$ cat src/rtl/jump_ctl.sv
// -----------------------------------------------------------------------------
// jump_ctl
//   Gameplay controller between the keyboard decoder / block generator and the
//   character sprite block. A left/right key press is compared with the side
//   of the next platform block. The controller then issues a single-cycle
//   jump_left, jump_right or jump_fail command and waits for the character
//   block's landed pulse. A good landing advances the block generator and
//   scores a point. A fall, or a missing landed pulse, ends the game.
//
// Ports
//   clk          system clock (40 MHz)
//   rst          synchronous reset, active-high
//   module_en    0 holds the block in its reset state, exactly like rst
//   key_left     single-cycle left key press pulse
//   key_right    single-cycle right key press pulse
//   block_valid  block_side is valid
//   block_side   side of the next block: 0 = left, 1 = right
//   landed       single-cycle landing pulse from the character block
//   jump_left    single-cycle command: correct jump to the left
//   jump_right   single-cycle command: correct jump to the right
//   jump_fail    single-cycle command: wrong key, the character falls
//   block_next   single-cycle pulse: the block generator advances
//   score        number of successful landings, saturating at SCORE_MAX
//   game_over    level, held until rst or module_en low
//
// All outputs are registered.
// -----------------------------------------------------------------------------
module jump_ctl #(
  parameter logic [23:0] LANDED_TIMEOUT = 24'd16_000_000,
  parameter logic [9:0]  SCORE_MAX      = 10'd999
) (
  input  logic       clk,
  input  logic       rst,
  input  logic       module_en,
  input  logic       key_left,
  input  logic       key_right,
  input  logic       block_valid,
  input  logic       block_side,
  input  logic       landed,
  output logic       jump_left,
  output logic       jump_right,
  output logic       jump_fail,
  output logic       block_next,
  output logic [9:0] score,
  output logic       game_over
);

  typedef enum logic [1:0] {
    S_IDLE,
    S_JUMP,
    S_FALL,
    S_OVER
  } state_e;

  state_e      state_q, state_d;
  logic [23:0] timer_q, timer_d;
  logic        buf_valid_q, buf_valid_d;
  logic        buf_dir_q, buf_dir_d;
  logic        jump_left_q, jump_left_d;
  logic        jump_right_q, jump_right_d;
  logic        jump_fail_q, jump_fail_d;
  logic        block_next_q, block_next_d;
  logic [9:0]  score_q, score_d;
  logic        game_over_q, game_over_d;

  // A simultaneous left+right press is ambiguous, so it is dropped.
  logic key_fresh;
  logic timeout;

  assign key_fresh = key_left ^ key_right;
  assign timeout   = (timer_q == LANDED_TIMEOUT - 24'd1);

  // ---------------------------------------------------------------------------
  // Next-state and output logic
  // ---------------------------------------------------------------------------
  always_comb begin
    // NOTE: every variable gets a default before the case statement, so no
    // path leaves one unassigned and no latch is inferred.
    state_d      = state_q;
    timer_d      = timer_q;
    buf_valid_d  = buf_valid_q;
    buf_dir_d    = buf_dir_q;
    jump_left_d  = 1'b0;
    jump_right_d = 1'b0;
    jump_fail_d  = 1'b0;
    block_next_d = 1'b0;
    score_d      = score_q;
    game_over_d  = game_over_q;

    // The one-deep key buffer: the newest press overwrites whatever is
    // waiting. Once the game is over, key presses are dropped.
    if (key_fresh && (state_q != S_OVER)) begin
      buf_valid_d = 1'b1;
      buf_dir_d   = key_right;
    end

    case (state_q)
      S_IDLE: begin
        // Use the buffer after this cycle's update. A key arriving in this
        // cycle is therefore issued on the next cycle, with no extra delay.
        if (buf_valid_d && block_valid) begin
          if (buf_dir_d == block_side) begin
            jump_left_d  = ~buf_dir_d;
            jump_right_d =  buf_dir_d;
            state_d      = S_JUMP;
          end else begin
            jump_fail_d  = 1'b1;
            state_d      = S_FALL;
          end
          buf_valid_d = 1'b0;
          timer_d     = '0;
        end
      end

      S_JUMP: begin
        timer_d = timer_q + 24'd1;
        // If landed and the timeout happen in the same cycle, landed wins.
        if (landed) begin
          block_next_d = 1'b1;
          score_d      = (score_q >= SCORE_MAX) ? SCORE_MAX : score_q + 10'd1;
          state_d      = S_IDLE;
        end else if (timeout) begin
          game_over_d = 1'b1;
          state_d     = S_OVER;
        end
      end

      S_FALL: begin
        timer_d = timer_q + 24'd1;
        if (landed || timeout) begin
          game_over_d = 1'b1;
          state_d     = S_OVER;
        end
      end

      S_OVER: begin
        game_over_d = 1'b1;
      end

      default: begin
        state_d = S_IDLE;
      end
    endcase
  end

  // ---------------------------------------------------------------------------
  // State registers. module_en low behaves exactly like rst.
  // ---------------------------------------------------------------------------
  always_ff @(posedge clk) begin
    // NOTE: sequential state uses non-blocking assignments only. Every
    // register then samples values from before the edge, whatever order
    // the statements are written in.
    if (rst || !module_en) begin
      state_q      <= S_IDLE;
      timer_q      <= '0;
      buf_valid_q  <= 1'b0;
      buf_dir_q    <= 1'b0;
      jump_left_q  <= 1'b0;
      jump_right_q <= 1'b0;
      jump_fail_q  <= 1'b0;
      block_next_q <= 1'b0;
      score_q      <= '0;
      game_over_q  <= 1'b0;
    end else begin
      state_q      <= state_d;
      timer_q      <= timer_d;
      buf_valid_q  <= buf_valid_d;
      buf_dir_q    <= buf_dir_d;
      jump_left_q  <= jump_left_d;
      jump_right_q <= jump_right_d;
      jump_fail_q  <= jump_fail_d;
      block_next_q <= block_next_d;
      score_q      <= score_d;
      game_over_q  <= game_over_d;
    end
  end

  assign jump_left  = jump_left_q;
  assign jump_right = jump_right_q;
  assign jump_fail  = jump_fail_q;
  assign block_next = block_next_q;
  assign score      = score_q;
  assign game_over  = game_over_q;

endmodule

$ cat config.mk
export PLATFORM = sky130hd
export DESIGN_NAME = jump_ctl
export DESIGN_NICKNAME = d
export VERILOG_FILES = /design/src/rtl/jump_ctl.sv
export SDC_FILE = /design/constraint.sdc
export NUM_CORES = 1
export LEC_CHECK = 0
export CORE_MARGIN = 2
export CORE_UTILIZATION = 55
export CTS_CLUSTER_SIZE = 25
export DETAILED_ROUTE_END_ITERATION = 8
export PLACE_DENSITY_LB_ADDON = 0.1
export SYNTH_ARGS = -nofsm -noshare
export SYNTH_HDL_FRONTEND = slang
export SYNTH_SLANG_ARGS = --single-unit
$ cat constraint.sdc
create_clock -name clk -period 2.72 [get_ports clk]
set_input_delay 0.272 -clock clk [delete_from_list [all_inputs] [get_ports clk]]
set_output_delay 0.272 -clock clk [all_outputs]
set_load 0.01 [all_outputs]
==> metrics.cfg, run 1 <==
[global_routing]
grt_max_degree = 23
grt-ovfl-total = 0
grt_first_pass_wirelength_um = 7410
first_global_vias = 1716
track_usage_pct = 21.8
number_of_antenna_violations_at_the_first_check_in_global_routing = 0

[worst_setup_path]
timing.critical_path.to = timer_q[21]
worstPathCellList = ha_1 -> nand2b_1 -> o21ai_1 -> nand4_2 -> or4_1 -> a21oi_1
worst-r2r-cell-count = 6
endpoint_of_the_most_critical_register_to_register_path = timer_q[21]
path_max_fanout = 10
timing.rr.start = state_q[0]
max_stage_delay_ns = 0.47
timing.critical_path.from_type = register
timing.critical_path.required_ns = 2.95
worst-endpoint-arrival_ns = 2.48
setup.worst_path.start = state_q[0]
setup.reg_to_reg.worst_slack_ns = 0.47
crit_slowest_cell = sky130_fd_sc_hd__or4_1
ws_path_type = reg -> reg
critPathCaptureType = register

[timing]
period_share_pct = 82.8
time_the_final_worst_path_needs_with_i_o_delays_and_setup_ns = 2.25
fin_tns_setup_ns = 0
final_setup_violation_count = 0
max_freq_mhz = 444
slew_viol_final = 0
timing_hold_violations_final = 0
tightest_slew_ns = 0.650
fin_worst_skew_ns = 0.00701
rsz0062_at_grt = no
slew_headroom_pct = 56.3

[final_layout]
layout_commonest_cell = sky130_fd_sc_hd__dfxtp_1
register_area_um2 = 861
layout-drive-gt1-share_pct = 6.83
final_area_um2 = 2520
layout_area_growth_over_synthesis_pct = 18.4
layout.cells.most_common_list = sky130_fd_sc_hd__dfxtp_1 (43), sky130_fd_sc_hd__nor2_1 (36), sky130_fd_sc_hd__clkdlybuf4s50_1 (22)
multi_input_comb_area_um2 = 1210
fin_nets = 292
final.fill_count = 312
num_antenna_cells = 0

[synthesis]
synth.distinct_cells = 42
synth_largest_type_area_fraction_pct = 40.4
ys_warn_count = 0
synth_top_cell_by_area = sky130_fd_sc_hd__dfxtp_1
synth-seq-area-share_pct = 40.4
ys_top_cells_by_area = sky130_fd_sc_hd__dfxtp_1 (40%), sky130_fd_sc_hd__xnor2_1 (7.4%), sky130_fd_sc_hd__nor2_1 (6.3%)
postSynthRegisterBits = 43
netlist_instances = 253
synthesis.area_per_instance_um2 = 8.42
mappedNetlistArea_um2 = 2130
syn-num-nets = 268

[floorplan]
num_rows = 22
initial_core_util_pct = 57.7
core-area_um2 = 3690
die-width_um = 66.2
die_h_um = 66.2
die-area_um2 = 4390
io_pins = 23

[clock_tree]
post-cts-setup-buffers = 0
clock_sinks = 43
clkTransAtPathRegs_ns = 0.08
worst_skew_pair.late_latency_ns = 0.30
clk_path_buf_depth = 2
clockRootBuffer = sky130_fd_sc_hd__clkbuf_8
clock_tree_from_tritoncts = done
ctsResizeCount = 0
cts_hold_buffers = 0
total_number_of_h_tree_levels = 2
number_of_buffers_added_by_the_clock_tree_synthesis_step = 5

[run_status]
run_status = finished, final reports clean

[place]
port-buffer-count = 22
dpl.hpwl_um = 2960
gp_congestion = 0.846
dpl_cell_area_um2 = 2400

[detailed_routing]
drt_drc_violations_left = 0
routedWlPerCell_um = 12.8
dr_total_vias = 1812
wirelength_um = 4190
ant_nets = 0
viasPerCell = 5.56
first_pass_iters = 5
detail_route.iter0.violations = 83

[min_path]
hp-start = game_over
worstHoldPathType = reg -> reg

[power_and_ir_drop]
p_leak_nw = 0.843
pwr_density_cell_nw_per_um2 = 505
largest_vdd_supply_drop_uv = 418

[run]
max_cap_viol_count = 0

==> state kept, by name, summed over array words and instances (netlist names) <==
name,cells
buf_valid_q,1
jump_left,1
timer_q,24
score,10
jump_right,1
state_q,2
buf_dir_q,1
block_next,1
game_over,1
jump_fail,1
==> layer usage <==
| layer | GRT usage (%) | vias to the layer above | share of wire [%] | wire [um] |
|---|---|---|---|---|
| li1 | - | 948 | - | - |
| met1 | 27.0 | 824 | 47 | 1980 |
| met2 | 37.0 | 34 | 47 | 1970 |
| met4 | 8.67 | 0 | 1.8 | 74 |
| met3 | 4.09 | 6 | 3.8 | 160 |
| met5 | 0 | - | 0 | 0 |
==> stage by stage <==
stage / power, W / worst slack, ns / hold slack, ns / std cells / util [%]
2_1_floorplan: 0.000737 / 0.805 / 0.351 / 253 / -
3_3_place_gp: 0.000775 / 0.440 / 0.438 / 318 / 65.2
3_5_place_dp: 0.000776 / 0.368 / 0.437 / 318 / 65.2
4_1_cts: 0.00128 / 0.446 / 0.457 / 326 / 68.4
5_1_grt: 0.00132 / 0.269 / 0.499 / 326 / 68.4
6_report: 0.00127 / 0.469 / 0.454 / 326 / 68.4
==> synthesized netlist by cell type <==
library cell / number
sky130_fd_sc_hd__ha_1: 7
sky130_fd_sc_hd__and3_1: 9
sky130_fd_sc_hd__nor2_1: 36
sky130_fd_sc_hd__a2bb2oi_1: 1
sky130_fd_sc_hd__nor4_1: 8
sky130_fd_sc_hd__a21boi_0: 2
sky130_fd_sc_hd__a311oi_1: 1
sky130_fd_sc_hd__o41ai_1: 1
sky130_fd_sc_hd__nand3b_1: 2
sky130_fd_sc_hd__a32oi_1: 1
sky130_fd_sc_hd__xnor2_1: 18
sky130_fd_sc_hd__o21ai_0: 9
sky130_fd_sc_hd__nand2b_1: 3
sky130_fd_sc_hd__or4_2: 1
sky130_fd_sc_hd__a21oi_1: 15
sky130_fd_sc_hd__nor3_1: 9
sky130_fd_sc_hd__or3b_1: 1
sky130_fd_sc_hd__or3_1: 5
sky130_fd_sc_hd__o21a_1: 2
sky130_fd_sc_hd__o21ai_1: 1
sky130_fd_sc_hd__nand4_1: 5
sky130_fd_sc_hd__dfxtp_1: 43
sky130_fd_sc_hd__and2_1: 3
sky130_fd_sc_hd__mux2i_1: 1
sky130_fd_sc_hd__and4_2: 1
sky130_fd_sc_hd__xor2_1: 4
sky130_fd_sc_hd__nand3_1: 10
sky130_fd_sc_hd__nand2_1: 16
sky130_fd_sc_hd__or2_2: 1
sky130_fd_sc_hd__a31oi_1: 1
sky130_fd_sc_hd__nor3b_1: 2
sky130_fd_sc_hd__a211oi_1: 3
sky130_fd_sc_hd__or4_1: 2
sky130_fd_sc_hd__clkbuf_1: 7
sky130_fd_sc_hd__nor4b_1: 1
sky130_fd_sc_hd__nor2b_1: 2
sky130_fd_sc_hd__or4_4: 1
sky130_fd_sc_hd__o31ai_1: 4
sky130_fd_sc_hd__nand4_2: 2
sky130_fd_sc_hd__nor4_4: 1
sky130_fd_sc_hd__inv_1: 10
sky130_fd_sc_hd__mux2_2: 1
==> critical path: cells and delay by family, from the launching register on <==
family	cells	cell delay [ns]
flip-flops	1	0.35
AO/OA/AOI/OAI	2	0.59
AND/OR/NAND/NOR	3	0.97
adder cells (fa/ha/maj)	1	0.28
==> worst min path at each step <==
stage,to,slack [ns],depth (start not counted)
floorplan,jump_left,0.35,1
global placement,game_over,0.44,2
detailed placement,game_over,0.44,2
CTS,game_over,0.46,2
global route,game_over,0.50,2
finish,game_over,0.45,2
==> power breakdown <==
group	internal, W	switching [W]	total (W)
clock	0.000297	0.000213	0.000510
sequential	0.000634	0.00000431	0.000639
combinational	0.0000443	0.0000793	0.000124
total	0.000976	0.000297	0.00127
==> kinds of logic (layout without fill, tap and decap cells) <==
kind of cell / count (synthesis) / in the layout / synth area share, %
compound gates: 41 / 41 / 11.7
xor+xnor: 22 / 22 / 9.05
simple gates: 121 / 121 / 30.7
mux: 2 / 2 / 0.999
buf+inv: 17 / 42 / 3.00
fa+ha+maj: 7 / 7 / 4.11
flops: 43 / 43 / 40.4
==> cell type report <==
type                    count  share of cell area, %
flip-flops and latches     43                   34.1
clock inverters             2                   1.39
well taps                  48                   2.38
multi-input cells         193                   48.0
repair buffers             24                   9.33
inverters                  10                   1.49
clock buffers               6                   3.28
No activity file was read; power rests on OpenSTA's default activity.
==> inputs of run 2 (changes only) <==
- clock period: 2.72 -> 2.32 ns (I/O delays scaled with it)
==> metrics.cfg, run 2 (synthesized netlist as in run 1, its figures left out) <==
[power_and_ir_drop]
p_leak_nw = 0.876  ; +4.0%
internal-power_w = 0.00116  ; +19%
power_switching_w = 0.000354  ; +19%
p_seq_share_pct = 49.5  ; -0.7 points
pwr_density_cell_nw_per_um2 = 587  ; +16%
sw_frac_of_total_pct = 23.4  ; +0.078 points
largest_vdd_supply_drop_uv = 439  ; +4.9%
power.share.clock_pct = 39.6  ; -0.5 points
power.share.combinational_pct = 10.9  ; +1.2 points
power.total_w = 0.00151  ; +19%

[detailed_routing]
drt_drc_violations_left = 0  ; unchanged
wirelength_um = 4340  ; +3.7%
viasPerCell = 5.58  ; +0.38%
dr_total_vias = 1858  ; +2.5%
ant_nets = 0  ; unchanged
routedWlPerCell_um = 13.0  ; +1.5%
detail_route.iter0.violations = 112  ; +35%
first_pass_iters = 4  ; -1

[global_routing]
grt-ovfl-total = 0  ; unchanged
first_global_vias = 1719  ; +0.17%
grt_first_pass_wirelength_um = 7600  ; +2.6%
number_of_antenna_violations_at_the_first_check_in_global_routing = 0  ; unchanged
grt_max_degree = 23  ; unchanged
track_usage_pct = 22.6  ; +0.79 points

[timing]
timing_hold_violations_final = 0  ; unchanged
max_freq_mhz = 469  ; +5.6%
slew_headroom_pct = 62.6  ; +6.3 points
fin_tns_setup_ns = 0  ; unchanged
rsz0062_at_grt = no
time_the_final_worst_path_needs_with_i_o_delays_and_setup_ns = 2.13  ; -0.119 ns
hold_slack_ns = 0.454  ; +0.0000370 ns
period_share_pct = 91.9  ; +9.1 points
tightest_slew_ns = 0.560  ; -0.0902 ns
final_setup_violation_count = 0  ; unchanged
slew_viol_final = 0  ; unchanged
fin_worst_skew_ns = 0.00344  ; -0.00357 ns
post-route-worst-setup-slack_ns = 0.188  ; -0.281 ns

[run]
max_cap_viol_count = 0  ; unchanged

[clock_tree]
clock_sinks = 43  ; unchanged
clk_path_buf_depth = 2  ; unchanged
ctsResizeCount = 0  ; unchanged
number_of_buffers_added_by_the_clock_tree_synthesis_step = 5  ; unchanged
clkTransAtPathRegs_ns = 0.08  ; about the same
cts_hold_buffers = 0  ; unchanged
clock_tree_from_tritoncts = done
total_number_of_h_tree_levels = 2  ; unchanged
worst_skew_pair.late_latency_ns = 0.29  ; about the same
post-cts-setup-buffers = 0  ; unchanged
clockRootBuffer = sky130_fd_sc_hd__clkbuf_8

[floorplan]
initial_core_util_pct = 57.7  ; unchanged
num_rows = 22  ; unchanged
die_h_um = 66.2  ; unchanged
core-area_um2 = 3690  ; unchanged
die-area_um2 = 4390  ; unchanged
io_pins = 23  ; unchanged
die-width_um = 66.2  ; unchanged

[run_status]
run_status = finished, final reports clean

[place]
gp_congestion = 0.839  ; -0.85%
port-buffer-count = 22  ; unchanged
place_ws_ns = 0.145  ; -0.224 ns
dpl.hpwl_um = 3160  ; +6.8%

[worst_setup_path]
worstPathCellList = ha_1 -> nand2b_1 -> o21ai_1 -> nand4_2 -> or4_1 -> a21oi_1
worst-endpoint-arrival_ns = 2.36  ; -0.12 ns
path_max_fanout = 10  ; unchanged
critPathTopFamily = simple AND/OR/NAND/NOR gates
crit_slowest_cell = sky130_fd_sc_hd__or4_1
max_stage_delay_ns = 0.47  ; about the same
ws_path_type = reg -> reg
timing.critical_path.from_type = register
critPathCaptureType = register
timing.critical_path.buf_inv = 0  ; unchanged
timing.critical_path.required_ns = 2.55  ; -0.40 ns

[final_layout]
finalCoreUtilization_pct = 69.8  ; +1.4 points
fin_nets = 299  ; +2.4%
layout.cells.most_common_list = sky130_fd_sc_hd__dfxtp_1 (43), sky130_fd_sc_hd__nor2_1 (36), sky130_fd_sc_hd__clkdlybuf4s50_1 (22)
layout_area_growth_over_synthesis_pct = 20.9
num_antenna_cells = 0  ; unchanged
largest_reg_flops = 24  ; unchanged
layout_commonest_cell = sky130_fd_sc_hd__dfxtp_1
layout-drive-gt1-share_pct = 9.12  ; +2.3 points
largest_register = timer_q

[min_path]
worstHoldPathType = reg -> reg

-- run 2: cell types whose count changed in the layout (fill, tap and decap cells not counted) --
cell and delta:
sky130_fd_sc_hd__buf_4 +7
-- run 2: through the flow --
stage,instance area (um^2),cells
after floorplan,2130,253
after global placement,2460,325
final,2570,333
after CTS,2570,333
after detailed placement,2460,325
after global routing,2570,333
-- run 2: worst min-delay path: cells and delay by family (launching register included) --
family | cells | cell delay (ns)
DFF | 1 | 0.32
buffers and inverters | 1 | 0.05
AOI/OAI and AO/OA | 1 | 0.05
-- run 2: area by class of cell --
| class | instances | area [um^2] |
|---|---|---|
| Clock buffer | 6 | 82.6 |
| Timing Repair Buffer | 31 | 288 |
| Clock inverter | 2 | 35.0 |
| Multi-Input combinational cell | 193 | 1210 |
| Sequential cell | 43 | 861 |
| Tap cell | 48 | 60.1 |
| Fill cell | 307 | 1110 |
| Inverter | 10 | 37.5 |
-- run 2: worst paths after layout --
| path | from | cells after the start | end | slack, ns |
|---|---|---|---|---|
| worst max-delay path | state_q[0] | 6 | timer_q[23] | 0.19 |
| worst min-delay path | game_over | 2 | game_over | 0.45 |
| worst max register to register | state_q[0] | 6 | timer_q[23] | 0.19 |
| worst min register to register | game_over | 2 | game_over | 0.45 |
-- run 2: power groups by stage --
| stage | clock [W] | sequential [W] | combinational [W] |
|---|---|---|---|
| floorplan | 0 | 0.000767 | 0.0000971 |
| global placement | 0 | 0.000766 | 0.000161 |
| detailed placement | 0 | 0.000766 | 0.000163 |
| CTS | 0.000612 | 0.000749 | 0.000164 |
| global route | 0.000646 | 0.000750 | 0.000182 |
| finish | 0.000599 | 0.000749 | 0.000164 |
-- run 2: routing by layer --
| metal | share of wire [%] | up-vias | global-route usage, % | wire length, um |
|---|---|---|---|---|
| met3 | 3.1 | 6 | 6.13 | 136 |
| met4 | 1.2 | 0 | 6.12 | 53 |
| li1 | - | 959 | - | - |
| met2 | 48 | 26 | 37.9 | 2070 |
| met5 | 0 | - | 0 | 0 |
| met1 | 48 | 867 | 28.3 | 2080 |
